**src/rtl/bcd_seg_formatter.sv**
```systemverilog
// -----------------------------------------------------------------------------
// bcd_seg_formatter
//   Sequential binary-to-BCD formatter sitting between the I2C ADC reader and
//   Seg_Display. An accepted sample is converted by double dabble, one bit per
//   clock. The result is then packed into a 32-bit digit-code word: a prefix
//   digit, blanks, and the number with its leading zeros blanked.
//
// Ports
//   sys_clk    in   1        system clock
//   sys_rst_n  in   1        synchronous reset, active low
//   din        in   DATA_W   unsigned binary sample
//   din_vld    in   1        sample valid; taken only while busy==0
//   busy       out  1        conversion in progress (SHIFT or PACK)
//   seg_val    out  32       packed digit codes, nibble 7 = leftmost digit
//   seg_vld    out  1        one-cycle pulse when seg_val has just been updated
//
// Timing: accept on edge T0, result visible after edge T0+DATA_W+1.
// -----------------------------------------------------------------------------
module bcd_seg_formatter #(
    parameter int          DATA_W = 8,
    parameter int          DIGITS = 3,
    parameter logic [3:0]  PREFIX = 4'd15,
    parameter logic [3:0]  BLANK  = 4'd10
) (
    input  logic              sys_clk,
    input  logic              sys_rst_n,
    input  logic [DATA_W-1:0] din,
    input  logic              din_vld,
    output logic              busy,
    output logic [31:0]       seg_val,
    output logic              seg_vld
);

    localparam int          BCD_W   = 4 * DIGITS;
    localparam int          CNT_W   = $clog2(DATA_W + 1);
    localparam logic [31:0] RST_VAL = {PREFIX, {7{BLANK}}};

    typedef enum logic [1:0] {S_IDLE, S_SHIFT, S_PACK} state_t;

    state_t             state_q, state_d;
    logic [DATA_W-1:0]  bin_q, bin_d;
    logic [BCD_W-1:0]   bcd_q, bcd_d;
    logic [CNT_W-1:0]   cnt_q, cnt_d;
    logic [31:0]        seg_val_q, seg_val_d;
    logic               seg_vld_q, seg_vld_d;

    logic               load, shift_en, pack_en;
    logic [BCD_W-1:0]   bcd_adj;
    logic [31:0]        seg_word;
    logic               lead;

    // ---------------- FSM: state register ----------------
    always_ff @(posedge sys_clk) begin
        if (!sys_rst_n) state_q <= S_IDLE;
        else            state_q <= state_d;
    end

    // ---------------- FSM: next state ----------------
    always_comb begin
        state_d = state_q;
        case (state_q)
            S_IDLE:  if (din_vld) state_d = S_SHIFT;
            // Leave on the edge that takes the count from 1 to 0.
            S_SHIFT: if (cnt_q == CNT_W'(1)) state_d = S_PACK;
            S_PACK:  state_d = S_IDLE;
            default: state_d = S_IDLE;
        endcase
    end

    // ---------------- FSM: outputs / controls ----------------
    always_comb begin
        busy     = (state_q != S_IDLE);
        load     = (state_q == S_IDLE) && din_vld;
        shift_en = (state_q == S_SHIFT);
        pack_en  = (state_q == S_PACK);
    end

    // ---------------- datapath ----------------
    // Add-3 correction on every BCD nibble >= 5 before the shift.
    always_comb begin
        bcd_adj = bcd_q;
        for (int i = 0; i < DIGITS; i++) begin
            if (bcd_q[4*i +: 4] >= 4'd5)
                bcd_adj[4*i +: 4] = bcd_q[4*i +: 4] + 4'd3;
        end
    end

    // Leading-zero blanking: scan from the most significant digit; the
    // units digit is always shown so a zero sample still displays "0".
    always_comb begin
        seg_word = RST_VAL;
        lead     = 1'b1;
        for (int i = DIGITS - 1; i >= 0; i--) begin
            if (!(lead && (bcd_q[4*i +: 4] == 4'd0) && (i != 0))) begin
                seg_word[4*i +: 4] = bcd_q[4*i +: 4];
                lead = 1'b0;
            end
        end
    end

    always_comb begin
        bin_d     = bin_q;
        bcd_d     = bcd_q;
        cnt_d     = cnt_q;
        seg_val_d = seg_val_q;
        seg_vld_d = 1'b0;
        if (load) begin
            bin_d = din;
            bcd_d = '0;
            cnt_d = CNT_W'(DATA_W);
        end else if (shift_en) begin
            // {bcd,bin} << 1. The accumulator never overflows, so its top
            // bit is always 0; it is recycled into the vacated bin LSB
            // rather than discarded.
            {bcd_d, bin_d} = {bcd_adj[BCD_W-2:0], bin_q, bcd_adj[BCD_W-1]};
            cnt_d          = cnt_q - CNT_W'(1);
        end
        if (pack_en) begin
            seg_val_d = seg_word;
            seg_vld_d = 1'b1;
        end
    end

    always_ff @(posedge sys_clk) begin
        if (!sys_rst_n) begin
            bin_q     <= '0;
            bcd_q     <= '0;
            cnt_q     <= '0;
            seg_val_q <= RST_VAL;
            seg_vld_q <= 1'b0;
        end else begin
            bin_q     <= bin_d;
            bcd_q     <= bcd_d;
            cnt_q     <= cnt_d;
            seg_val_q <= seg_val_d;
            seg_vld_q <= seg_vld_d;
        end
    end

    assign seg_val = seg_val_q;
    assign seg_vld = seg_vld_q;

endmodule

```
**config.mk**
```make
export PLATFORM = sky130hd
export DESIGN_NAME = bcd_seg_formatter
export DESIGN_NICKNAME = d
export VERILOG_FILES = /design/src/rtl/bcd_seg_formatter.sv
export SDC_FILE = /design/constraint.sdc
export NUM_CORES = 1
export LEC_CHECK = 0
export CAP_MARGIN = 20
export CORE_MARGIN = 1
export CORE_UTILIZATION = 40
export DETAILED_ROUTE_END_ITERATION = 10
export PLACE_DENSITY_LB_ADDON = 0.1
export SLEW_MARGIN = 20
export SYNTH_ARGS = -nofsm -noshare
export SYNTH_HDL_FRONTEND = slang
export SYNTH_SLANG_ARGS = --single-unit
```
**constraint.sdc**
```tcl
create_clock -name sys_clk -period 2.1 [get_ports sys_clk]
set_input_delay 0.525 -clock sys_clk [delete_from_list [all_inputs] [get_ports sys_clk]]
set_output_delay 0.525 -clock sys_clk [all_outputs]
set_load 0.02 [all_outputs]
```
* Word-level counts from Yosys, hierarchy flattened
Cells that the tools add are included.
Widths: inputs -> output; s select.
** Storage, ports and cells
- Register bits after elaboration :: 39
- Logic and storage cells :: 43
- Output and inout bits :: 34
- Input port bits :: 11
** Operators by class
- Add/subtract/negate cells :: 4
- Reduce and logical (&&, ||, !) cells :: 9
- Order comparisons :: 3
- Eq/ne operators :: 5
- Muxes and demuxes :: 14
- Bitwise gates (word level) :: 1
** Operators by type and width (count)
- $mux 4 :: 7
- $mux 8 :: 2
- $add 4x2->4 const B :: 3
- $ge 4x3->1 const B :: 3
- $logic_not 4->1 :: 2
- $eq 4x1->1 const B :: 1
- $mux 2 :: 2
- $pmux 2 s2 :: 1
- $reduce_bool 2->1 :: 2
- $sub 4x1->4 const B :: 1
- $eq 2x1->1 const B :: 1
- $eq 2x2->1 const B :: 1
- $logic_and 1x1->1 :: 2
- $logic_not 2->1 :: 1
- $mux 1 :: 2
- $ne 2x1->1 const B :: 1
- $ne 2x2->1 const B :: 1
- $reduce_and 2->1 :: 1
- $reduce_or 2->1 :: 1
- $not 1->1 :: 1

* Logic depth before layout (Yosys ltp)
Gate-level depths: netlist (run 1).
- Depth in word-level cells :: 4
- Depth in mapped cells :: 6
- Mapped depth without buffers :: 6

* Worst setup path after synthesis (run 1)
Ideal clock, no wire load.
- Kind :: register -> register
- Start point :: register bcd_q[8]
- End point :: register seg_val_q[4], in the netlist seg_val[4]
- Arrival :: 1486 ps
- Buffers on the path :: 0
- Required time :: 1972 ps
- Stages on the path, launching flop included :: 7
- Setup slack :: 486 ps
- Period minus slack after synthesis :: 1614 ps
- Setup time :: 128 ps
- Path through :: dfxtp_1 inv_1 ha_1 or3b_4 nor4b_4 o31a_2 nor2_1
** Between the ends
- Longest elaborated chain between the ends :: 4
** RTL lines
- from (decl) :: line 42 : logic [BCD_W-1:0] bcd_q, bcd_d;
- from (signal assigned) :: line 127 : bcd_q <= '0;
- from (signal assigned) :: line 133 : bcd_q <= bcd_d;
- $logic_not 4->1 :: line 94 : if (!(lead && (bcd_q[4*i +: 4] == 4'd0) && (i != 0))) begin
- $mux 1 :: line 94
- $logic_and 1x1->1 :: line 94
- $mux 4 :: line 94
- to (signal assigned) :: line 135 : seg_val_q <= seg_val_d;
- to (decl) :: line 44 : logic [31:0] seg_val_q, seg_val_d;
No other way between the ends.
A chain may end at the register's enable or synchronous reset.

* Worst setup path after layout (run 1)
- Start point :: register state_q[1]
- End point :: output port busy
** Between the ends
- Longest elaborated chain between the ends :: 1
** RTL lines
- from (decl) :: line 40 : state_t state_q, state_d;
- from (signal assigned) :: line 55 : else state_q <= state_d;
- $reduce_bool 2->1 :: line 72 : busy = (state_q != S_IDLE);
- to (decl) :: line 29 : output logic busy,
No other way between the ends.

==> impl_metrics.tcl, run 1 <==
set metrics [dict create \
    outcome "finished, final reports clean" \
    drv_slew 0 \
    timing.clock.skew_ns 0.00825 \
    synthCells 233 \
    synthMuxAreaShare_pct 2.25 \
    cts_resized 0 \
    dp_hpwl_um 2780 \
    synth_edf_count 0 \
    fin_util_pct 49.2 \
    gr-usage-all-layers_pct 16.5 \
    cp_slowest_stage_delay_ns 0.54 \
    stdcell_area_sq_um 2310 \
    maxCapViolations 0 \
    setup_tns_ns 0 \
    io_pins 45 \
    clk_path_buf_depth 2 \
    seq_area_frac_synth_pct 40.1 \
    cts_num_sinks 39 \
    layout-drive-gt1-share_pct 9.96 \
    hold_viol 0 \
    slew_headroom_pct 65.9 \
    post_cts_buffers 0 \
    vias 1558 \
    timing.final.crit_share_pct 95.6 \
    synthXorXnorAreaFrac_pct 1.35 \
    fin_hold_ws_ns 0.455 \
    seq_area_sq_um 781 \
    multi_input_area_sq_um 982 \
    detail_route.wl_per_cell_um 12.1 \
    port_buffers 24 \
    num_antenna_cells 0 \
    crit_arrival_ns 1.48 \
    layoutNonFillerInstCount 315 \
    critical_path.slowest_cell "clkdlybuf4s50_1" \
    path_cells "or2_2 -> clkdlybuf4s50_1" \
    yosys.area_share.adder_pct 5.79 \
    synth_flop_cell "dfxtp_1" \
    placed_area_sq_um 2200 \
    critical_path_required_ns 1.57 \
    vdd_drop_max_mv 0.385 \
    rsz0062_at_grt "false" \
    synth_simple_gate_area_share_pct 18.0 \
    cp-start-kind "flip-flop" \
    swShare_pct 26.4 \
    worst_pin_slew_ns 0.511 \
    path_buf_inv 1 \
    p_int_mw 1.15 \
    seq_power_share_pct 49.8 \
    grt_max_degree 14 \
    netSwitchingPower_uw 415 \
    cts_max_level 2 \
    root_buffer "clkbuf_8" \
    core-area_sq_um 4690 \
    path_class "flip-flop to output port" \
    grt_pass1_wl_um 6580 \
    finalWorstSetupSlack_ns 0.0922 \
    syn_to_final_growth_pct 18.6 \
    post_drt_via_cell_ratio 4.95 \
    synth_top_area_cell "dfxtp_1" \
    antenna_found_initial 0 \
    powerDensity_nw_per_um2 680 \
    synth_top_area_share_pct 40.1 \
    cts_hold_buf 0 \
    nets 280 \
    critPathTopFamily "buffers and inverters" \
    cp_max_fo 6 \
    first_global_vias 1413 \
    clk_pin_slew_worst_paths_ns 0.08 \
    post-route-min-period_ns 2.01 \
    synthesis.area_sq_um 1950 \
    power_mw 1.57 \
    synth_compound_area_share_pct 19.2 \
    async_reset_ff_share_pct 0 \
    cts_buffers 5 \
    dp.cells 307 \
    die_w_um 71.7 \
    crit_path_end_kind "output port" \
    leakagePower_nw 0.890 \
    globalRouteOverflowTotal 0 \
    first_pass_iters 4 \
    setup_viol 0 \
    drc 0 \
    yosysWarnings 0 \
    min_path_type "flip-flop to flip-flop" \
    ys_types 37 \
    power_frac_comb_pct 14.5 \
    drt-total-wl_um 3800 \
    clock_latency_ns 0.29 \
    drtAntennaViolNets 0 \
    ys_ff_latch 39 \
    syn_avg_cell_area_sq_um 8.35 \
    cts_tree "yes" \
    die-area_sq_um 5150 \
    dp_slack_ns 0.219 \
    die_h_um 71.7 \
    synth_area_leaders "dfxtp_1 (40%), buf_4 (8.1%), a21oi_1 (5.9%), ha_1 (5.8%), nand2_1 (5.6%)" \
    clock_power_share_pct 35.7 \
    num_rows 25 \
    initial_core_util_pct 41.5 \
    timing.fmax_mhz 498 \
    synth_top_family_by_area "compound AO/OA/AOI/OAI gates" \
    fill_cells 475 \
    gp_congestion 0.805 \
    drt_iter0_markers 85 \
]
==> power by group through the flow <==
stage / Combinational (mW) / Sequential, mW / Clock, mW
after global routing: 0.254 / 0.785 / 0.605
after floorplan: 0.183 / 0.795 / 0
final: 0.227 / 0.782 / 0.560
after CTS: 0.229 / 0.782 / 0.581
after detailed placement: 0.228 / 0.799 / 0
after global placement: 0.228 / 0.799 / 0
==> synth_stat cells (4+ instances only) <==
cell type  instances
dfxtp_1           39
nand2_1           29
a21oi_1           23
buf_4             21
nor2_1            15
o21ai_0           11
ha_1               9
inv_1              9
nand3_1            9
a22oi_1            8
buf_2              7
nand2b_1           6
a211oi_1           5
clkbuf_1           4
nor3_1             4
==> sequential cells by signal (all words and copies together) (netlist names) <==
signal,cells
seg_val,12
bcd_q,12
seg_vld,1
cnt_q,4
state_q,2
bin_q,8
==> cell families after synthesis <==
logic type                 after synthesis
and+or+nand+nor                         72
AOI/OAI and AO/OA                       61
buffers and inverters                   43
DFF                                     39
adders and majority gates                9
muxes                                    4
xor gates and xnor gates                 3
other                                    2
==> area by class of cell <==
class / count / share of cell area [%]
timing repair buffer: 35 / 14.5
multi-input combinational: 169 / 42.6
clock inverter: 1 / 0.325
clock buffer: 7 / 4.18
tap: 54 / 2.93
inverter: 10 / 1.63
sequential: 39 / 33.8
==> per-layer routing <==
| metal | track usage [%] | vias up | wire length, um |
|---|---|---|---|
| met4 | 5.88 | 0 | 50 |
| met2 | 26.6 | 41 | 1740 |
| li1 | - | 814 | - |
| met3 | 3.80 | 5 | 149 |
| met1 | 21.7 | 698 | 1860 |
| met5 | 0 | - | 0 |
==> worst reg2reg max path, stage by stage (launching register included) <==
cell,delay (ns)
dfxtp_1,0.35
inv_1,0.11
ha_1,0.24
or3b_4,0.43
nor4b_4,0.31
o31a_2,0.16
nor2_1,0.03
==> final timing paths <==
check,startpoint,to,slack [ns],cells past startpoint
worst max-delay path,state_q[1],busy,0.09,2
worst min-delay path,seg_val[2],seg_val[2],0.45,2
worst max register to register,bcd_q[8],seg_val[4],0.36,6
worst min register to register,seg_val[2],seg_val[2],0.45,2
==> layout by cell type, fill, tap and decap left out, types with 3 or more instances in the layout <==
master	instances
a211oi_1	5
a21oi_1	23
a22oi_1	8
buf_4	10
clkbuf_8	7
clkdlybuf4s50_1	24
conb_1	20
dfxtp_1	39
ha_1	9
inv_1	9
mux2_2	3
nand2_1	29
nand2b_1	6
nand3_1	9
nor2_1	15
nor3_1	4
nor3b_1	3
o21ai_0	11
xor2_1	3
Power figures use the tool's default switching activity.
==> run 2: changes to the inputs <==
--- a/config.mk
+++ b/config.mk
@@ -9,7 +9,8 @@
 export CORE_MARGIN = 1
 export CORE_UTILIZATION = 40
 export DETAILED_ROUTE_END_ITERATION = 10
-export PLACE_DENSITY_LB_ADDON = 0.1
+export MAX_ROUTING_LAYER = met4
+export PLACE_DENSITY = 0.66
 export SLEW_MARGIN = 20
 export SYNTH_ARGS = -nofsm -noshare
 export SYNTH_HDL_FRONTEND = slang
==> impl_metrics.tcl, run 2 (synthesis results as in run 1) <==
set metrics [dict create \
    stdcell_area_sq_um 2300 \
    clk_pin_slew_worst_paths_ns 0.08 \
    leakagePower_nw 0.886 \
    io_pins 45 \
    drv_slew 0 \
    cts_buffers 5 \
    initial_core_util_pct 41.5 \
    layoutNonFillerInstCount 316 \
    seq_power_share_pct 52.1 \
    num_rows 25 \
    globalRouteOverflowTotal 0 \
    first_pass_iters 4 \
    grt_max_degree 20 \
    crit_arrival_ns 1.51 \
    cts_hold_buf 0 \
    fin_util_pct 48.9 \
    vias 1591 \
    final_cell_mix "dfxtp_1 (39), nand2_1 (29), clkdlybuf4s50_1 (24)" \
    post_drt_via_cell_ratio 5.03 \
    cts_max_level 2 \
    slew_headroom_pct 66.1 \
    gp_congestion 0.763 \
    fin_hold_ws_ns 0.451 \
    root_buffer "clkbuf_8" \
    cts_tree "yes" \
    rsz0062_at_grt "false" \
    finalWorstSetupSlack_ns 0.0693 \
    post_cts_buffers 0 \
    setup_tns_ns 0 \
    layout-drive-gt1-share_pct 9.92 \
    power_mw 1.50 \
    dp_slack_ns 0.205 \
    worst_pin_slew_ns 0.509 \
    first_global_vias 1374 \
    layout_commonest_cell "dfxtp_1" \
    powerDensity_nw_per_um2 654 \
    cts_resized 0 \
    critical_path.slowest_cell "clkdlybuf4s50_1" \
    vdd_drop_max_mv 0.267 \
    nets 281 \
    setup_viol 0 \
    clock_power_share_pct 32.7 \
    dp_hpwl_um 2710 \
    min_path_type "flip-flop to flip-flop" \
    antenna_found_initial 0 \
    die-area_sq_um 5150 \
    num_antenna_cells 0 \
    die_w_um 71.7 \
    timing.fmax_mhz 492 \
    detail_route.wl_per_cell_um 11.9 \
    core-area_sq_um 4690 \
    path_cells "or2_2 -> clkdlybuf4s50_1" \
    swShare_pct 27.5 \
    maxCapViolations 0 \
    outcome "finished, final reports clean" \
    power_frac_comb_pct 15.2 \
    placed_area_sq_um 2210 \
    clk_path_buf_depth 2 \
    critPathTopFamily "buffers and inverters" \
    cp_slowest_stage_delay_ns 0.54 \
    drt_iter0_markers 71 \
    dp.cells 308 \
    path_class "flip-flop to output port" \
    crit_path_end_kind "output port" \
    cts_num_sinks 39 \
    hold_viol 0 \
    critical_path_required_ns 1.57 \
    timing.clock.skew_ns 0.00353 \
    timing.final.crit_share_pct 96.7 \
    p_int_mw 1.09 \
    post-route-min-period_ns 2.03 \
    cp-start-kind "flip-flop" \
    fill_cells 477 \
    port_buffers 24 \
    syn_to_final_growth_pct 18.0 \
    cp_max_fo 6 \
    gr-usage-all-layers_pct 16.2 \
    drtAntennaViolNets 0 \
    grt_pass1_wl_um 6330 \
    netSwitchingPower_uw 413 \
    clock_latency_ns 0.29 \
    drt-total-wl_um 3760 \
    die_h_um 71.7 \
    drc 0 \
    path_buf_inv 1 \
]
[run 2: metal layers]
| layer | global-route usage, % | share of wire (%) | up-vias |
|---|---|---|---|
| met5 | - | 0 | - |
| met4 | 4.58 | 1.3 | 0 |
| met3 | 4.78 | 5.7 | 7 |
| met2 | 23.5 | 42 | 54 |
| met1 | 21.8 | 51 | 714 |
| li1 | - | - | 816 |
[run 2: worst paths after layout]
| path | start | to | slack (ns) | cells past startpoint |
|---|---|---|---|---|
| setup / recovery | state_q[1] | busy | 0.07 | 2 |
| hold / removal | bin_q[7] | bcd_q[0] | 0.45 | 2 |
| setup reg to reg | bcd_q[9] | seg_val[4] | 0.36 | 6 |
| hold reg to reg | bin_q[7] | bcd_q[0] | 0.45 | 2 |
[run 2: power groups by stage]
stage / logic [mW] / clock network [mW] / registers [mW]
after floorplan: 0.183 / 0 / 0.795
after global placement: 0.226 / 0 / 0.799
after detailed placement: 0.228 / 0 / 0.799
after CTS: 0.229 / 0.507 / 0.782
after global routing: 0.255 / 0.535 / 0.785
final: 0.229 / 0.491 / 0.782
[run 2: area by class of cell]
cell class / instances / area (sq um) / area share, %
repair buffers: 36 / 343 / 14.9
flip-flops and latches: 39 / 781 / 34.0
multi-input cells: 169 / 982 / 42.8
clock buffers: 6 / 72.6 / 3.16
well taps: 54 / 67.6 / 2.94
clock inverters: 2 / 12.5 / 0.545
inverters: 10 / 37.5 / 1.63
[run 2: tightest hold or removal path, delay by kind of cell, from the launching register on]
family | cells | cell delay (ns)
compound gates | 1 | 0.05
flops | 1 | 0.31
simple gates | 1 | 0.05
==> run 3: changes to the inputs <==
--- a/config.mk
+++ b/config.mk
@@ -7,10 +7,10 @@
 export LEC_CHECK = 0
 export CAP_MARGIN = 20
 export CORE_MARGIN = 1
-export CORE_UTILIZATION = 40
+export CORE_UTILIZATION = 49
 export DETAILED_ROUTE_END_ITERATION = 10
 export MAX_ROUTING_LAYER = met4
-export PLACE_DENSITY = 0.66
+export PLACE_DENSITY = 0.78
 export SLEW_MARGIN = 20
 export SYNTH_ARGS = -nofsm -noshare
 export SYNTH_HDL_FRONTEND = slang
==> impl_metrics.tcl, run 3 (synthesis results as in run 1) <==
set metrics [dict create \
    cts_num_sinks 39 \
    path_cells "or2_2 -> clkdlybuf4s50_1" \
    post-route-min-period_ns 1.99 \
    num_rows 22 \
    grt_max_degree 25 \
    num_antenna_cells 0 \
    path_buf_inv 1 \
    fin_hold_ws_ns 0.455 \
    port_buffers 24 \
    io_pins 45 \
    slew_headroom_pct 64.9 \
    vias 1569 \
    path_class "flip-flop to output port" \
    clock_latency_ns 0.29 \
    busiest_layer "met2" \
    crit_arrival_ns 1.46 \
    critical_path_required_ns 1.57 \
    layout-drive-gt1-share_pct 8.91 \
    post_drt_via_cell_ratio 5.13 \
    gp_congestion 0.837 \
    cp_slowest_stage_delay_ns 0.53 \
    hold_viol 0 \
    min_path_type "flip-flop to flip-flop" \
    rsz0062_at_grt "false" \
    critical_path.slowest_cell "clkdlybuf4s50_1" \
    dp_hpwl_um 2730 \
    syn_to_final_growth_pct 16.6 \
    setup_tns_ns 0 \
    timing.fmax_mhz 504 \
    cts_buffers 5 \
    die_h_um 65.0 \
    core-area_sq_um 3740 \
    drt_iter0_markers 96 \
    nets 278 \
    gr-usage-all-layers_pct 20.3 \
    die-area_sq_um 4230 \
    grt_use_met1_pct 24.2 \
    antenna_found_initial 0 \
    first_pass_iters 4 \
    drc 0 \
    vdd_drop_max_mv 0.423 \
    detail_route.wl_per_cell_um 12.1 \
    maxCapViolations 0 \
    cp-start-kind "flip-flop" \
    setup_viol 0 \
    cts_max_level 2 \
    drtAntennaViolNets 0 \
    cp_max_fo 6 \
    cts_hold_buf 0 \
    cts_resized 0 \
    use_met3_pct 5.28 \
    crit_path_end_kind "output port" \
    powerDensity_nw_per_um2 664 \
    die_w_um 65.0 \
    clk_path_buf_depth 2 \
    initial_core_util_pct 52.0 \
    timing.clock.skew_ns 0.0107 \
    outcome "finished, final reports clean" \
    layout_commonest_cell "dfxtp_1" \
    post_cts_buffers 0 \
    critPathTopFamily "buffers and inverters" \
    timing.final.crit_share_pct 94.6 \
    root_buffer "clkbuf_8" \
    final_cell_mix "dfxtp_1 (39), nand2_1 (29), clkdlybuf4s50_1 (24)" \
    grt_pass1_wl_um 6460 \
    globalRouteOverflowTotal 0 \
    drv_slew 0 \
    leakagePower_nw 0.877 \
    cts_tree "yes" \
    clk_pin_slew_worst_paths_ns 0.07 \
    drt-total-wl_um 3720 \
    first_global_vias 1454 \
    met2_usage_pct 32.6 \
    worst_pin_slew_ns 0.527 \
]
[run 3: changes by cell type in the layout (fill, tap and decap cells not counted), sizes merged]
cell      before  now
buf           12    9
clkinvlp       1    0
[run 3: layout make-up]
cell class / count / area, sq um
clock buffers: 6 / 82.6
clock inverters: 1 / 5.00
fillers: 378 / 1480
inverters: 10 / 37.5
multi-input cells: 169 / 982
flip-flops and latches: 39 / 781
well taps: 48 / 60.1
repair buffers: 33 / 320
[run 3: worst register-to-register path: cells and delay by family, from the launching register on]
kind | cells | cell delay (ns)
buffers and inverters | 1 | 0.11
adder cells (fa/ha/maj) | 1 | 0.22
flip-flops | 1 | 0.36
AO/OA/AOI/OAI | 1 | 0.17
AND/OR/NAND/NOR | 3 | 0.79
[run 3: routing by layer]
metal | share of wire (%) | vias to the layer above
met4 | 1.0 | 0
met5 | 0 | -
met3 | 4.3 | 5
li1 | - | 806
met2 | 48 | 37
met1 | 47 | 721
[run 3: path summary, 6_finish.rpt]
check	from	endpoint	slack, ns	depth (start not counted)
worst min register to register	seg_val[10]	seg_val[10]	0.45	2
worst max register to register	bcd_q[8]	seg_val[4]	0.36	6
worst max-delay path	state_q[1]	busy	0.11	2
worst min-delay path	seg_val[10]	seg_val[10]	0.45	2
[run 3: per-stage QoR]
stage	setup WS [ns]	total power [mW]	instance area [sq um]	util [%]	cells
after global routing	0.0648	1.57	2270	60.6	306
after floorplan	0.486	0.978	2010	-	251
after detailed placement	0.0864	1.02	2180	58.3	299
final	0.114	1.51	2270	60.6	306
after CTS	0.103	1.52	2270	60.6	306
after global placement	0.149	1.01	2180	58.3	299
[run 3: report_power, final]
part           internal, mW  switching [mW]  total [mW]
Clock                 0.258           0.246       0.504
Sequential            0.764          0.0181       0.782
Combinational        0.0861           0.133       0.219
